## src/rtl/irig_usb_frame_sched_if.sv

```systemverilog
// ---------------------------------------------------------------------------
// irig_usb_frame_sched_if
//   Byte-wide valid/ready stream from the IRIG-B frame scheduler to the USB
//   TX FIFO writer.
//
//   Signals:
//     tx_data   8  byte offered to the USB side
//     tx_valid  1  tx_data holds a byte waiting to be taken
//     tx_ready  1  USB side takes the byte on this edge
//
//   Modports:
//     master  scheduler side (drives tx_data/tx_valid, sees tx_ready)
//     slave   USB writer side (sees tx_data/tx_valid, drives tx_ready)
// ---------------------------------------------------------------------------
interface irig_usb_frame_sched_if;
  logic [7:0] tx_data;
  logic       tx_valid;
  logic       tx_ready;

  modport master (
    output tx_data,
    output tx_valid,
    input  tx_ready
  );

  modport slave (
    input  tx_data,
    input  tx_valid,
    output tx_ready
  );
endinterface

```

## src/rtl/irig_usb_frame_sched.sv

```systemverilog
// ---------------------------------------------------------------------------
// irig_usb_frame_sched
//   Takes decoded IRIG-B time frames (FRAME_LEN bytes plus a one-cycle
//   frame_flag) and streams them onto the USB TX byte interface as
//   HDR0, HDR1, payload[0..FRAME_LEN-1] (and an XOR checksum byte when
//   IRIG_FRAME_CHECKSUM_EN is defined). One frame can wait in a pending
//   buffer while another is on the wire; further arrivals overwrite the
//   pending frame and bump a saturating drop counter. A watchdog raises
//   sig_lost when no frame has arrived for LOSS_CYCLES clocks.
//
//   Optional feature macro: IRIG_FRAME_CHECKSUM_EN
//     defined   -> CSUM state appends XOR(HDR0, HDR1, payload) after payload
//     undefined -> frame ends after the last payload byte
//
//   Ports:
//     clk          in   system clock (50 MHz)
//     rst_n        in   synchronous reset, active low
//     frame_array  in   FRAME_LEN payload bytes, valid while frame_flag=1
//     frame_flag   in   one-cycle pulse announcing a new frame
//     tx           if   master side of the byte stream (data/valid/ready)
//     busy         out  high whenever a frame is being sent
//     drop_cnt     out  saturating count of overwritten pending frames
//     sig_lost     out  no frame seen for LOSS_CYCLES cycles
// ---------------------------------------------------------------------------
module irig_usb_frame_sched #(
  parameter int          FRAME_LEN   = 25,
  parameter logic [7:0]  HDR0        = 8'hAA,
  parameter logic [7:0]  HDR1        = 8'h55,
  parameter logic [31:0] LOSS_CYCLES = 32'd75_000_000
) (
  input  logic                        clk,
  input  logic                        rst_n,
  input  logic [FRAME_LEN-1:0][7:0]   frame_array,
  input  logic                        frame_flag,
  irig_usb_frame_sched_if.master      tx,
  output logic                        busy,
  output logic [7:0]                  drop_cnt,
  output logic                        sig_lost
);

  localparam int                IDX_W    = (FRAME_LEN > 1) ? $clog2(FRAME_LEN) : 1;
  localparam logic [IDX_W-1:0]  LAST_IDX = IDX_W'(FRAME_LEN - 1);

`ifdef IRIG_FRAME_CHECKSUM_EN
  typedef enum logic [2:0] {S_IDLE, S_HDR0, S_HDR1, S_BODY, S_CSUM} state_t;
`else
  typedef enum logic [1:0] {S_IDLE, S_HDR0, S_HDR1, S_BODY} state_t;
`endif

  state_t                     r_state;
  logic [IDX_W-1:0]           r_idx;
  logic [FRAME_LEN-1:0][7:0]  r_shadow;
  logic [FRAME_LEN-1:0][7:0]  r_pend;
  logic                       r_pend_vld;
  logic [7:0]                 r_drop_cnt;
  logic [31:0]                r_loss_cnt;
`ifdef IRIG_FRAME_CHECKSUM_EN
  logic [7:0]                 r_csum;
`endif

  state_t      w_next_state;
  logic        w_valid;
  logic        w_xfer;
  logic        w_frame_end;
  logic        w_load_flag;
  logic        w_load_pend;
  logic        w_store_pend;
  logic        w_drop;
  logic [7:0]  w_tx_data;

  // Next-state and buffer-control decode. w_load_flag / w_load_pend fire
  // exactly on entry to HDR0, either from IDLE or from the final transfer
  // of the previous frame, so back-to-back frames have no idle bubble.
  always_comb begin
    w_next_state = r_state;
    w_valid      = (r_state != S_IDLE);
    w_xfer       = w_valid && tx.tx_ready;
    w_frame_end  = 1'b0;
    w_load_flag  = 1'b0;
    w_load_pend  = 1'b0;
    w_store_pend = 1'b0;
    w_drop       = 1'b0;

    case (r_state)
      S_IDLE: begin
        if (frame_flag) begin
          w_next_state = S_HDR0;
          w_load_flag  = 1'b1;
        end else if (r_pend_vld) begin
          w_next_state = S_HDR0;
          w_load_pend  = 1'b1;
        end
      end
      S_HDR0: if (w_xfer) w_next_state = S_HDR1;
      S_HDR1: if (w_xfer) w_next_state = S_BODY;
      S_BODY: begin
        if (w_xfer && (r_idx == LAST_IDX)) begin
`ifdef IRIG_FRAME_CHECKSUM_EN
          w_next_state = S_CSUM;
`else
          w_frame_end  = 1'b1;
`endif
        end
      end
`ifdef IRIG_FRAME_CHECKSUM_EN
      S_CSUM: if (w_xfer) w_frame_end = 1'b1;
`endif
      default: w_next_state = S_IDLE;
    endcase

    // A flag on the final-transfer edge goes straight into shadow and
    // leaves any pending frame untouched for the frame after.
    if (w_frame_end) begin
      if (frame_flag) begin
        w_next_state = S_HDR0;
        w_load_flag  = 1'b1;
      end else if (r_pend_vld) begin
        w_next_state = S_HDR0;
        w_load_pend  = 1'b1;
      end else begin
        w_next_state = S_IDLE;
      end
    end

    if (w_valid && frame_flag && !w_frame_end) begin
      w_store_pend = 1'b1;
      w_drop       = r_pend_vld;
    end
  end

  // Output byte mux; everything it selects from is frozen while a byte is
  // stalled, so tx_data stays stable until it transfers.
  always_comb begin
    w_tx_data = 8'h00;
    case (r_state)
      S_HDR0:  w_tx_data = HDR0;
      S_HDR1:  w_tx_data = HDR1;
      S_BODY:  w_tx_data = r_shadow[r_idx];
`ifdef IRIG_FRAME_CHECKSUM_EN
      S_CSUM:  w_tx_data = r_csum;
`endif
      default: w_tx_data = 8'h00;
    endcase
  end

  // State register.
  always_ff @(posedge clk) begin
    if (!rst_n) begin
      r_state <= S_IDLE;
    end else begin
      r_state <= w_next_state;
    end
  end

  // Datapath: byte index, shadow/pending buffers, drop and loss counters.
  always_ff @(posedge clk) begin
    if (!rst_n) begin
      r_idx      <= '0;
      r_shadow   <= '0;
      r_pend     <= '0;
      r_pend_vld <= 1'b0;
      r_drop_cnt <= 8'h00;
      r_loss_cnt <= 32'd0;
    end else begin
      if (r_state == S_HDR1 && w_xfer) begin
        r_idx <= '0;
      end else if (r_state == S_BODY && w_xfer) begin
        r_idx <= r_idx + IDX_W'(1);
      end

      if (w_load_flag) begin
        r_shadow <= frame_array;
      end else if (w_load_pend) begin
        r_shadow <= r_pend;
      end

      if (w_store_pend) begin
        r_pend     <= frame_array;
        r_pend_vld <= 1'b1;
      end else if (w_load_pend) begin
        r_pend_vld <= 1'b0;
      end

      if (w_drop && (r_drop_cnt != 8'hFF)) begin
        r_drop_cnt <= r_drop_cnt + 8'd1;
      end

      if (frame_flag) begin
        r_loss_cnt <= 32'd0;
      end else if (r_loss_cnt != LOSS_CYCLES) begin
        r_loss_cnt <= r_loss_cnt + 32'd1;
      end
    end
  end

`ifdef IRIG_FRAME_CHECKSUM_EN
  // Running XOR of every byte sent in the frame; restarts on HDR0 entry,
  // which takes priority over the final transfer of the previous frame.
  always_ff @(posedge clk) begin
    if (!rst_n) begin
      r_csum <= 8'h00;
    end else if (w_load_flag || w_load_pend) begin
      r_csum <= 8'h00;
    end else if (w_xfer && (r_state != S_CSUM)) begin
      r_csum <= r_csum ^ w_tx_data;
    end
  end
`endif

  assign tx.tx_data  = w_tx_data;
  assign tx.tx_valid = w_valid;
  assign busy        = w_valid;
  assign drop_cnt    = r_drop_cnt;
  assign sig_lost    = (r_loss_cnt == LOSS_CYCLES);

endmodule

```

## src/flat_wrapper.sv

```systemverilog
// flat-port wrapper written by rule: the top's interface ports become plain ports
module irig_usb_frame_sched_flat 
#(
  parameter int          FRAME_LEN   = 25,
  parameter logic [7:0]  HDR0        = 8'hAA,
  parameter logic [7:0]  HDR1        = 8'h55,
  parameter logic [31:0] LOSS_CYCLES = 32'd75_000_000
)
  (clk, rst_n, frame_array, frame_flag, busy, drop_cnt, sig_lost, tx_tx_data, tx_tx_valid, tx_tx_ready);
  irig_usb_frame_sched_if tx_i ();
  input  logic clk;
  input  logic rst_n;
  input  logic [FRAME_LEN-1:0][7:0] frame_array;
  input  logic frame_flag;
  output logic busy;
  output logic [7:0] drop_cnt;
  output logic sig_lost;
  output wire logic [$bits(tx_i.tx_data)-1:0] tx_tx_data;
  output wire logic [$bits(tx_i.tx_valid)-1:0] tx_tx_valid;
  input wire logic [$bits(tx_i.tx_ready)-1:0] tx_tx_ready;
  assign tx_tx_data = tx_i.tx_data;
  assign tx_tx_valid = tx_i.tx_valid;
  assign tx_i.tx_ready = tx_tx_ready;
  irig_usb_frame_sched #(.FRAME_LEN(FRAME_LEN), .HDR0(HDR0), .HDR1(HDR1), .LOSS_CYCLES(LOSS_CYCLES)) u_core (.clk(clk), .rst_n(rst_n), .frame_array(frame_array), .frame_flag(frame_flag), .tx(tx_i), .busy(busy), .drop_cnt(drop_cnt), .sig_lost(sig_lost));
endmodule
```

## config.mk

```make
export PLATFORM = sky130hd
export DESIGN_NAME = irig_usb_frame_sched_flat
export DESIGN_NICKNAME = d
export VERILOG_FILES = /design/src/rtl/irig_usb_frame_sched_if.sv /design/src/rtl/irig_usb_frame_sched.sv /design/src/flat_wrapper.sv
export SDC_FILE = /design/constraint.sdc
export NUM_CORES = 1
export LEC_CHECK = 0
export CORE_ASPECT_RATIO = 2
export CORE_MARGIN = 8
export CORE_UTILIZATION = 50
export DETAILED_ROUTE_END_ITERATION = 7
export PLACE_DENSITY = 0.75
export SLEW_MARGIN = 10
export SYNTH_ARGS = -nofsm -noshare
export SYNTH_HDL_FRONTEND = slang
export SYNTH_SLANG_ARGS = --single-unit
```

## constraint.sdc

```tcl
create_clock -name clk -period 2.2 [get_ports clk]
set_input_delay 0.22 -clock clk [delete_from_list [all_inputs] [get_ports clk]]
set_output_delay 0.22 -clock clk [all_outputs]
set_load 0.02 [all_outputs]
```

==> impl_results.md, run 1 <==
- Total gr overflow: 0
- Layout area overhead: 35.9%
- Wire per inst: 22.9 um
- YS warnings: 0
- Top_reg_cell synth: dfxtp_1
- Chip height: 305 um
- Number of global-route vias before repair: around 20000
- Fmax: about 350 MHz
- Crit path max fanout: 8
- Root buffer cell: clkbuf_16
- Final Non-Filler Cells: 3311
- CP startpoint kind: flop
- Final min period: between 2000 and 3000 ps
- Clk Latency, worst-skew pair: 550 ps
- CP peak stage delay: around 560 ps
- Seq/Total Area, Yosys: 43.0%
- Clock Skew: 19.6 ps
- Failing checks: negative setup slack
- Filler cells: 3079
- Crit-path slowest cell: or4b_4
- Port-buffer cells: 222
- Total CTS buffers: 40
- Synth Register Bits: 448
- Largest net degree at the start of global routing: ~160
- Outcome: finished, violations left
- Post-synth EDFFs: 0
- Hold buffer count at cts: 0
- Worst slew margin: between 40 and 50%
- Crit. End Element: output pin
- Type of the worst setup path: reg2out
- Synth Cell Area: 20800 sq um
- Worst VDD drop: between 0.8 and 0.9 mV
- Post-route setup TNS: -142180 ps
- DRC viols: 0
- Die area: approximately 49000 sq um
- Gr usage total: 28.0%
- PwrDens: 1120 nW/um^2
- Crit-path cells: buf_12, or4b_4, buf_6, o21ai_4, a31oi_4, o31ai_2, buf_4, buf_6
- Syn Area/Cell: 8.27 sq um
- Sink Count: 448
- CTS tree: done
- RSZ-0062 raised after global routing: true
- Final setup vio count: 418
- Clock buffer depth: 3
- Layout cell share with drive strength beyond 1: 16.8%
- Static leakage: 9.54 nW
- Max-cap viol count: 0
- WP data required: around 2000 ps
- Synth async-reset ratio: 0%
- Core Box Area: 41500 sq um
- First-pass detailed-route iteration total: 6
- Initial antenna violation count: 3
- Pre-CTS WS: -688 ps
- Hold Fails Final Rpt: 0
- Number of cells after detailed placement: 3150
- Post-synthesis cell type count: 59
- Die W: 160 um
- Post-route ant nets: 0
- Iter 0 DRT Violations: approximately 2100
- HP Class: in2reg
- Tightest Pin Transition: 855 ps
- Tcrit/Tclk final: 129%
- Reg clk slew, reported paths: 70 ps
- First-pass GRT wire length: 112000 um
- Detailed placement HPWL: 43900 um
- Cell mode on critical path: buf_6
- Final worst setup slack: -628 ps
- H-Tree Depth: 2
- Cells after synthesis: 2519
- Starting density of the core: between 50 and 60%
- Synthesized Nets: 2733
- Row count: roughly 110
- Final Routed Wirelength: 75700 um
- CP arrival: around 2600 ps
- I/O Pins: 223
- Nets@finish: 2956
- Gpl congestion: 0.890
- Fin. max-slew vios: 0
- Via count: 20800
- Vias per Instance: 6.29
## where the power goes
part | switching (mW) | internal (mW) | total (mW)
combinational | 7.13 | 6.48 | 13.6
clock | 3.24 | 4.28 | 7.52
sequential | 0.997 | 9.56 | 10.6
total | 11.4 | 20.3 | 31.7
## logic make-up after synthesis
kind of cell             share of synthesized area (%)
AO/OA/AOI/OAI                                     27.1
AND/OR/NAND/NOR                                   17.6
flip-flops                                        43.0
buffers and inverters                             5.75
multiplexers                                      5.34
XOR/XNOR                                         0.546
adder cells (fa/ha/maj)                          0.600
## cells in the final DEF (no fill, tap or decap), drive strengths merged, types with 10 or more instances in the layout
cell type and count:
nand2 435, nand3 22, or3 10, buf 206
nor2 23, mux4 24, xor2 10, mux2i 56
ha 10, dfxtp 448, nand4 14, clkbuf 64
o21ai 227, or2 11, bufbuf 10, clkdlybuf4s50 210
inv 21, a21oi 433, o31ai 11, o2111ai 201
nand2b 204
## worst paths after layout
check	slack, ps	start	cells past startpoint	end
worst max register to register	-520	u_core.r_idx[0]	14	u_core.r_shadow[37]
worst min-delay path	140	frame_flag	3	u_core.r_pend_vld
worst min register to register	460	u_core.r_pend[54]	2	u_core.r_pend[54]
worst max-delay path	-630	u_core.r_idx[0]	8	tx_tx_data[0]
## timing repair
item	4_1_cts	5_1_grt
gates resized for setup	181	134
cloned	31	9
pin swaps	56	114
buffers inserted	31	22
endpoints found under the hold margin	0	0
setup endpoints to repair	357	420
## sequential cells by signal (all words and copies together), names as in the netlist
register,cells
u_core.r_pend,200
u_core.r_shadow,200
u_core.r_loss_cnt,32
u_core.r_idx,5
u_core.r_state,2
u_core.drop_cnt,8
u_core.r_pend_vld,1
## through the flow
stage	utilization, %	instance area, sq um	power [mW]	hold WS, ps
2_1_floorplan	-	20900	15.8	356
3_3_place_gp	58.0	24100	19.4	440
3_5_place_dp	58.0	24100	19.5	446
4_1_cts	65.5	27200	29.4	110
5_1_grt	68.2	28300	32.8	170
6_report	68.2	28300	31.7	142
## layer usage
layer	global-route usage, %	share of wire [%]	up-vias
met3	4.97	7.5	237
met1	35.4	39	10000
met5	0	0	-
met2	45.5	48	1034
li1	-	-	9542
met4	13.4	5.5	0
## worst max-delay path: cells and delay by family, from the launching register on
| kind | cells | cell delay (ps) |
|---|---|---|
| AOI/OAI and AO/OA | 3 | 500 |
| buffers and inverters | 4 | 620 |
| DFF | 1 | 380 |
| and+or+nand+nor | 1 | 560 |
## cell usage after synthesis (2+ instances only)
cell | number | area (sq um)
a2111oi_2 | 8 | 120
a21oi_1 | 432 | 2160
a22o_1 | 8 | 70.1
a22oi_1 | 8 | 60.1
a31oi_1 | 8 | 50.1
and2_1 | 2 | 12.5
and3_1 | 5 | 31.3
and4_1 | 5 | 43.8
and4b_1 | 2 | 20.0
buf_1 | 4 | 15.0
buf_2 | 67 | 335
buf_4 | 5 | 37.5
buf_6 | 3 | 33.8
clkbuf_1 | 160 | 601
clkbuf_2 | 16 | 80.1
dfxtp_1 | 448 | 8970
ha_1 | 10 | 125
inv_1 | 19 | 71.3
mux2i_1 | 56 | 561
mux4_1 | 3 | 78.8
mux4_2 | 21 | 473
nand2_1 | 435 | 1630
nand2b_1 | 204 | 1280
nand3_1 | 22 | 110
nand3b_1 | 2 | 15.0
nand4_1 | 14 | 87.6
nand4b_1 | 4 | 35.0
nor2_1 | 23 | 86.3
nor2b_1 | 5 | 31.3
nor3_1 | 3 | 15.0
nor4_1 | 6 | 37.5
nor4b_1 | 4 | 35.0
o2111ai_1 | 201 | 1760
o21ai_0 | 218 | 1090
o21ai_1 | 9 | 45.0
o22ai_1 | 8 | 50.1
o311ai_1 | 3 | 26.3
o31ai_1 | 11 | 82.6
o41ai_1 | 4 | 35.0
or2_2 | 11 | 68.8
or3_1 | 10 | 62.6
or3b_2 | 2 | 17.5
or4_1 | 3 | 22.5
xnor2_1 | 3 | 26.3
xor2_1 | 10 | 87.6
## final cells by class
cell class,instances,area [sq um],area share (%)
inverters,20,85.1,0.300
flip-flops and latches,448,8980,31.7
diodes,3,7.51,0.0265
repair buffers,436,5510,19.5
clock inverters,12,199,0.703
clock buffers,56,1160,4.11
well taps,540,676,2.39
multi-input cells,1796,11700,41.3
Note: power is estimated with default switching activity, not from simulation.
==> run 2, diff against run 1 <==
--- a/config.mk
+++ b/config.mk
@@ -9,6 +9,7 @@
 export CORE_MARGIN = 8
 export CORE_UTILIZATION = 50
 export DETAILED_ROUTE_END_ITERATION = 7
+export HOLD_SLACK_MARGIN = 0.03
 export PLACE_DENSITY = 0.75
 export SLEW_MARGIN = 10
 export SYNTH_ARGS = -nofsm -noshare
==> results of run 2 <==
The final DEF is identical to that of run 1; final timing and power are the same.
